$ cat src/rtl/list_cmd_master.sv
// Command/response front end for a list op engine: one op outstanding, results buffered for replay.
// Optional WAIT-state timeout is enabled by defining LIST_CMD_TIMEOUT_EN.
module list_cmd_master #(
  parameter int unsigned DATA_WIDTH     = 32,
  parameter int unsigned LENGTH         = 8,
  parameter int unsigned TIMEOUT_CYCLES = 1024,
  localparam int unsigned LENGTH_WIDTH  = $clog2(LENGTH + 1)
) (
  input  logic                             clk,
  input  logic                             rst_n,
  input  logic                             cmd_valid,
  output logic                             cmd_ready,
  input  logic [2:0]                       cmd_op,
  input  logic [DATA_WIDTH-1:0]            cmd_data,
  input  logic [LENGTH_WIDTH-1:0]          cmd_index,
  output logic                             rsp_valid,
  input  logic                             rsp_ready,
  output logic [LENGTH_WIDTH+DATA_WIDTH-1:0] rsp_data,
  output logic                             rsp_error,
  output logic                             rsp_last,
  output logic [2:0]                       op_sel,
  output logic                             op_en,
  output logic [DATA_WIDTH-1:0]            data_in,
  output logic [LENGTH_WIDTH-1:0]          index_in,
  input  logic [LENGTH_WIDTH+DATA_WIDTH-1:0] data_out,
  input  logic                             op_done,
  input  logic                             op_in_progress,
  input  logic                             op_error
);

  localparam int unsigned RW = LENGTH_WIDTH + DATA_WIDTH;
  localparam int unsigned PW = (LENGTH > 1) ? $clog2(LENGTH) : 1;
  localparam logic [LENGTH_WIDTH-1:0] MaxIndex = LENGTH_WIDTH'(LENGTH - 1);
  localparam logic [PW-1:0]           LastPtr  = PW'(LENGTH - 1);

  localparam logic [1:0] StIdle  = 2'd0;
  localparam logic [1:0] StIssue = 2'd1;
  localparam logic [1:0] StWait  = 2'd2;
  localparam logic [1:0] StResp  = 2'd3;

  localparam logic [2:0] OpWr      = 3'd1;
  localparam logic [2:0] OpFindAll = 3'd2;
  localparam logic [2:0] OpRsvd    = 3'd7;

  logic [1:0]              state_q, state_d;
  logic [2:0]              op_q;
  logic [DATA_WIDTH-1:0]   data_q;
  logic [LENGTH_WIDTH-1:0] index_q;
  logic                    busy_prev_q;
  logic [PW-1:0]           wr_ptr_q, rd_ptr_q;
  logic [LENGTH_WIDTH-1:0] count_q;
  // Error beat queued behind the buffered results after a timeout
  logic                    tail_err_q, tail_err_d;
  logic [RW:0]             mem [LENGTH];
  logic [RW:0]             head;

  logic        accept, reject, ce, match, timeout_hit;
  logic        push, pop;
  logic [RW:0] push_beat;

  assign accept = (state_q == StIdle) && cmd_valid;
  assign reject = (cmd_op == OpRsvd) || ((cmd_op <= OpWr) && (cmd_index > MaxIndex));
  assign ce     = op_done || (busy_prev_q && !op_in_progress);
  assign match  = op_done && !op_error;
  assign head   = mem[rd_ptr_q];

  always_comb begin
    state_d    = state_q;
    tail_err_d = tail_err_q;
    push       = 1'b0;
    push_beat  = '0;
    pop        = 1'b0;
    case (state_q)
      StIdle: begin
        if (accept) begin
          if (reject) begin
            push      = 1'b1;
            push_beat = {1'b1, {RW{1'b0}}};
            state_d   = StResp;
          end else begin
            state_d = StIssue;
          end
        end
      end
      StIssue: state_d = StWait;
      StWait: begin
        if (op_q == OpFindAll) begin
          if (match) begin
            push      = 1'b1;
            push_beat = {1'b0, data_out};
          end
          if (ce && !op_in_progress) begin
            if (!match && (count_q == '0)) begin
              push      = 1'b1;
              push_beat = {1'b1, {RW{1'b0}}};
            end
            state_d = StResp;
          end
        end else if (ce) begin
          push      = 1'b1;
          push_beat = {op_error, ((op_q == OpWr) && !op_error) ? {RW{1'b0}} : data_out};
          state_d   = StResp;
        end
        if ((state_d == StWait) && timeout_hit) begin
          tail_err_d = 1'b1;
          state_d    = StResp;
        end
      end
      StResp: begin
        if (rsp_valid && rsp_ready) begin
          if (count_q != '0) pop = 1'b1;
          else               tail_err_d = 1'b0;
          if (rsp_last) state_d = StIdle;
        end
      end
      default: state_d = StIdle;
    endcase
  end

  always_ff @(posedge clk or negedge rst_n) begin
    if (!rst_n) begin
      state_q     <= StIdle;
      op_q        <= '0;
      data_q      <= '0;
      index_q     <= '0;
      busy_prev_q <= 1'b0;
      wr_ptr_q    <= '0;
      rd_ptr_q    <= '0;
      count_q     <= '0;
      tail_err_q  <= 1'b0;
    end else begin
      state_q     <= state_d;
      tail_err_q  <= tail_err_d;
      busy_prev_q <= op_in_progress;
      if (accept) begin
        op_q    <= cmd_op;
        data_q  <= cmd_data;
        index_q <= cmd_index;
      end
      if (push) wr_ptr_q <= (wr_ptr_q == LastPtr) ? '0 : wr_ptr_q + PW'(1);
      if (pop)  rd_ptr_q <= (rd_ptr_q == LastPtr) ? '0 : rd_ptr_q + PW'(1);
      if (push)     count_q <= count_q + LENGTH_WIDTH'(1);
      else if (pop) count_q <= count_q - LENGTH_WIDTH'(1);
    end
  end

  always_ff @(posedge clk) begin
    if (push) mem[wr_ptr_q] <= push_beat;
  end

`ifdef LIST_CMD_TIMEOUT_EN
  localparam int unsigned CW = $clog2(TIMEOUT_CYCLES + 1);
  localparam logic [CW-1:0] TimeoutLast = CW'(TIMEOUT_CYCLES - 1);
  logic [CW-1:0] wait_cnt_q;

  always_ff @(posedge clk or negedge rst_n) begin
    if (!rst_n) begin
      wait_cnt_q <= '0;
    end else if ((state_q == StIssue) || push) begin
      wait_cnt_q <= '0;
    end else if (state_q == StWait) begin
      wait_cnt_q <= wait_cnt_q + CW'(1);
    end
  end

  assign timeout_hit = (state_q == StWait) && (wait_cnt_q == TimeoutLast);
`else
  logic unused_timeout_cfg;
  assign unused_timeout_cfg = ^TIMEOUT_CYCLES;
  assign timeout_hit        = 1'b0;
`endif

  // cmd_ready is gated by rst_n so every output reads 0 while reset is held
  assign cmd_ready = (state_q == StIdle) && rst_n;
  assign rsp_valid = (state_q == StResp) && ((count_q != '0) || tail_err_q);
  assign rsp_data  = ((state_q == StResp) && (count_q != '0)) ? head[RW-1:0] : '0;
  assign rsp_error = (state_q == StResp) && ((count_q != '0) ? head[RW] : tail_err_q);
  assign rsp_last  = (state_q == StResp) &&
                     (tail_err_q ? (count_q == '0) : (count_q == LENGTH_WIDTH'(1)));
  assign op_en     = (state_q == StIssue);
  assign op_sel    = op_q;
  assign data_in   = data_q;
  assign index_in  = index_q;

endmodule

$ cat config.mk
export PLATFORM = sky130hd
export DESIGN_NAME = list_cmd_master
export DESIGN_NICKNAME = d
export VERILOG_FILES = /design/src/rtl/list_cmd_master.sv
export SDC_FILE = /design/constraint.sdc
export NUM_CORES = 1
export LEC_CHECK = 0
export BUFFER_PORTS_ARGS = -buffer_cell sky130_fd_sc_hd__clkbuf_2
export CAP_MARGIN = 20
export CORE_MARGIN = 10
export CORE_UTILIZATION = 60
export CTS_BUF_LIST = sky130_fd_sc_hd__clkbuf_4 sky130_fd_sc_hd__clkbuf_8
export CTS_CLUSTER_SIZE = 30
export DETAILED_ROUTE_END_ITERATION = 6
export GPL_TIMING_DRIVEN = 0
export PLACE_DENSITY = 0.82
export SETUP_SLACK_MARGIN = 0.4
export SKIP_LAST_GASP = 1
export SYNTH_ARGS = -nofsm -noshare
export SYNTH_HDL_FRONTEND = slang
export SYNTH_SLANG_ARGS = --single-unit
$ cat constraint.sdc
create_clock -name clk -period 15 [get_ports clk]
set_input_delay 2.25 -clock clk [delete_from_list [all_inputs] [get_ports clk]]
set_output_delay 2.25 -clock clk [all_outputs]
set_load 0.03 [all_outputs]
# After elaboration in Yosys (flattened, before gate mapping)
# Memory sizes are Yosys's and may differ from the RTL's.
# Cells that the tools add are included.
# word_totals
ff_bits	52
ramBits	296
memories	1
# classes
muxes	36
addsub	4
order_cmp	2
eq_ne	14
reduce_logical	22
# mem_list
name	words	width	read_ports	rd_clocked_by_memory_dff	write_ports	line	rtl
mem	8	37	1	0	1	54	logic [RW:0] mem [LENGTH];
# op_table
op	n
2-to-1 mux 37 bit	6
2-to-1 mux 36 bit	3
case mux 37 bit (2 select lines)	1
2-to-1 mux 2 bit	7
2-to-1 mux 1 bit	13
logical AND 1 bit	12
== test 3 bit (second input constant)	3
2-to-1 mux 4 bit	2
case mux 2 bit (4 select lines)	1
adder 3 x 1 -> 3 bit (second input constant)	2
2-to-1 mux 3 bit	2
inequality test 2 bit (second input constant)	3
inequality test 3 bit (second input constant)	2
AND reduction 5 bit	1
adder 4 x 1 -> 4 bit (second input constant)	1
== test 2 bit (second input constant)	2
== test 4 x 1 -> 1 bit (second input constant)	1
> comparator 4 x 3 -> 1 bit (second input constant)	1
logical NOT 4 bit	1
nonzero test 4 bit	1
subtractor 4 x 1 -> 4 bit (second input constant)	1
== test 3 x 1 -> 1 bit (second input constant)	1
== test 3 x 2 -> 1 bit (second input constant)	1
less-or-equal comparator 3 x 1 -> 1 bit (second input constant)	1
6 further kinds	9

# Depth between registers and ports, before layout
# logic_depth
depth_word	10
depth_mapped	7
ltp_nobuf	7

# Worst setup path before layout
# Ideal clock, no wire load.
# synth_path
path_kind	input-to-reg
start	in op_in_progress
end	mem mem[0][0] in the netlist's numbering (enable)
n_path_buf	0
stages	4
path_slack_ns	8.911
arrival_ns	5.612
cell_sequence	o311a_1 > o22ai_4 > nand2b_1 > nor3_1
# synth_via
elab_chain_cells	9
# synth_lines
item	line	rtl
start, declared	27	input logic op_in_progress,
logical NOT 1 bit (*)	63, 92	
logical AND 1 bit	63	assign ce = op_done || (busy_prev_q && !op_in_progress);
logical OR 1 bit	63	
logical AND 1 bit	92	if (ce && !op_in_progress) begin
2-to-1 mux 1 bit	92	
2-to-1 mux 1 bit (*)	87	if (op_q == OpFindAll) begin
case mux 1 bit (2 select lines) (*)	73	case (state_q)
2-to-1 mux 1 bit (*)	148	if (push) mem[wr_ptr_q] <= push_beat;
2-to-1 mux 1 bit (not written as such) (*)	148	
end, declared	54	
# Every way passes the cells marked *; elsewhere a longest branch is shown, timed or not.

# Worst setup path after layout
# layout_path
start	in rst_n
end	out cmd_ready
# layout_via
elab_chain_cells	1
# layout_lines
item	line	rtl
start, declared	10	input logic rst_n,
logical AND 1 bit	174	assign cmd_ready = (state_q == StIdle) && rst_n;
end, declared	12	output logic cmd_ready,
# No other way between the ends.

==> results.md <==
* CTS root buf: clkbuf_8
* # port buffers at 161
* Largest net degree at the start of global routing at 30
* Setup_tns at 0 ps
* Worst-path fanout max at 29
* Psw at 1140 uW
* Post-Route WL at 30,000 um
* Clock transition at path regs at 60 ps
* Total die area at 29,500 um^2
* Comb pwr share at 36.0%
* Mean Syn Cell Area at 19.9 um^2
* Initial DRC count at 656
* Main synth FF type: edfxtp_1
* Die height at 172 um
* Vias at 7,377
* Final worst path period share at 37.9%
* PD cells at 202 nW/um^2
* Initial Util at 60.9%
* Maxcap violations at 0
* Max-slew violation count at 0
* Post-synth top area cell: edfxtp_1
* Share of cells above drive strength 1 at 41.2%
* Finished Cell Area at 16,400 um^2
* Worst slew pin tran at 1010 ps
* CTS tree: built
* Status: finished clean
* GR Layer Usage met1 at 26.2%
* Post_cts resized at 0
* Register bit total from synthesis at 348
* HPWL Detailed at 19,400 um
* Setup bufs post-CTS at 0
* Most common cell in the netlist: edfxtp_1
* Synth Instances at 692
* Setup CP Type: input port to output pin
* Fin worst setup slack at 9310 ps
* Async SR Flop Fraction at 14.9%
* Core Util, Final at 72.3%
* Top Ports at 162
* Hold Buf Count CTS at 0
* CP startpoint kind: input port
* GP Congestion at 0.761
* Peak Freq at 176 MHz
* Worst vdd ir at 0.000161 V
* Post-synth top area share at 64.4%
* Sw Ratio at 34.6%
* Worst-skew pair later-pin latency at 570 ps
* Area delta synth->final at 18.7%
* TritonCTS Sinks at 348
* Grt met3 use at 6.99%
* # DRC at 0
* Final min period at 5690 ps
* Multi-input gate area at 3500 um^2
* Hold crit path type: flop to flop
* Global-route wire length before repair at 45,800 um
* Register area share after synthesis at 73.9%
* Top post-synthesis cells by count: edfxtp_1, mux4_2, dfrtp_1
* Syn nets at 786
* Req. time, crit path at 12,750 ps
* Register Area at 10,200 um^2
* CORE AREA at 22,600 um^2
* Total grt overflow at 0
* Post-Place Setup Slack at 9280 ps
* Reg2reg setup slack at 11,480 ps
* Largest cells by area after synthesis: edfxtp_1, mux4_2, dfrtp_1
* Most Crowded Layer GR: met2
* Area of placed instances at 15,300 um^2
* Arrival time of the worst setup path at 3440 ps
* Crit. End Element: output pin
* Unrepaired setup endpoints after global routing: no
* Synthesis Warnings at 0
* Nets at 1,022
* Final Hold Fails at 0
* H-tree levels at 2
* Post-synth cell types at 35
* Die width at 172 um
* Num CTS Buffers at 55
* WHS at 507 ps
* First-pass DRT Iterations at 7
* Met2 Resource Use GR at 33.6%
* # rows at 55
* Avg Vias per Cell at 5.90
* # fillers at 1,343
* Internal power at 2160 uW
* Pleak at 0.00605 uW
* DRT antenna net count at 0
* Vias in the first global route at 8,086
* Slew headroom at 32.6%
* Mapped cell area at 13,800 um^2
* Gr usage total at 20.7%
* Flop pwr share at 40.2%
* Clk network pwr share at 23.9%
* CTS max path bufs at 3
* Clk_skew at 19.8 ps
* Number of synthesized flops with an enable pin at 296
* Setup-failing EPs final at 0
* Initial antenna violation count at 2
* Routed length per instance at 24.0 um
-- sequential cells by signal, indices dropped and copies added (netlist names) --
| signal | cells |
|---|---|
| index_in | 4 |
| op_sel | 3 |
| data_in | 32 |
| wr_ptr_q | 3 |
| rd_ptr_q | 3 |
| busy_prev_q | 1 |
| state_q | 2 |
| mem | 296 |
| count_q | 4 |
-- stage by stage --
step / power, uW / std cells
floorplan: 2150 / 692
global placement: 2470 / 1138
detailed placement: 2530 / 1154
CTS: 3320 / 1248
global route: 3460 / 1250
finish: 3300 / 1251
-- final cells by class --
class                           instances  share of cell area, %
Timing Repair Buffer                  179                   6.58
Multi-Input combinational cell        303                   21.4
Sequential cell                       348                   62.3
Tap cell                              285                   2.18
Inverter                                9                  0.206
Buffer                                 32                  0.772
Clock buffer                           78                   5.87
Clock inverter                         16                  0.742
Antenna cell                            1                 0.0153
-- kinds of logic after synthesis --
logic type / Yosys count / share of synthesized area [%]
adder cells (fa/ha/maj): 12 / 1.09
buffers and inverters: 41 / 1.16
flip-flops: 348 / 73.9
XOR/XNOR: 3 / 0.191
AND/OR/NAND/NOR: 113 / 4.17
AO/OA/AOI/OAI: 17 / 0.952
multiplexers: 158 / 18.6
-- cells in the final DEF (no fill, tap or decap), types with 3 or more instances in the layout --
master / count
clkbuf_8: 60
nor2_4: 6
edfxtp_1: 296
nand2_1: 7
ha_1: 12
clkbuf_4: 18
xnor2_1: 3
buf_12: 7
inv_1: 9
clkbuf_2: 161
dfrtp_1: 52
clkbuf_1: 25
nor3b_1: 3
nor2_1: 44
mux4_2: 74
clkinv_1: 7
mux2i_1: 42
clkinv_2: 7
mux2_2: 42
and2_1: 38
o21ai_0: 5
buf_6: 9
buf_2: 5
nand2b_1: 3
-- worst max-delay path, stage by stage --
cell	delay, ps
clkbuf_2	550
buf_12	270
and2_1	150
clkbuf_2	200
-- power by group through the flow --
| stage | registers [uW] | clock network (uW) | logic, uW |
|---|---|---|---|
| 2_1_floorplan | 1440 | 0 | 716 |
| 3_3_place_gp | 1340 | 0 | 1130 |
| 3_5_place_dp | 1340 | 0 | 1190 |
| 4_1_cts | 1330 | 801 | 1190 |
| 5_1_grt | 1340 | 842 | 1270 |
| 6_report | 1330 | 788 | 1190 |
-- worst paths after layout --
| kind | start | to | cells after the start |
|---|---|---|---|
| max | rst_n | cmd_ready | 4 |
| min | data_in[27]$_DFFE_PN0N_ | data_in[27]$_DFFE_PN0N_ | 1 |
| max reg2reg | count_q[0]$_DFFE_PN0P_ | mem[1][16]$_DFFE_PP_ | 9 |
| min reg2reg | data_in[27]$_DFFE_PN0N_ | data_in[27]$_DFFE_PN0N_ | 1 |
| max in group asynchronous | rst_n | data_in[3]$_DFFE_PN0N_ | 2 |
| min in group asynchronous | rst_n | data_in[6]$_DFFE_PN0N_ | 1 |
-- metal layers --
| layer | vias to the layer above | wire, um |
|---|---|---|
| met2 | 346 | 14600 |
| met3 | 51 | 2880 |
| met1 | 3755 | 12000 |
| met5 | - | 0 |
| met4 | 0 | 563 |
| li1 | 3225 | - |
(Power assumes the default switching activity.)
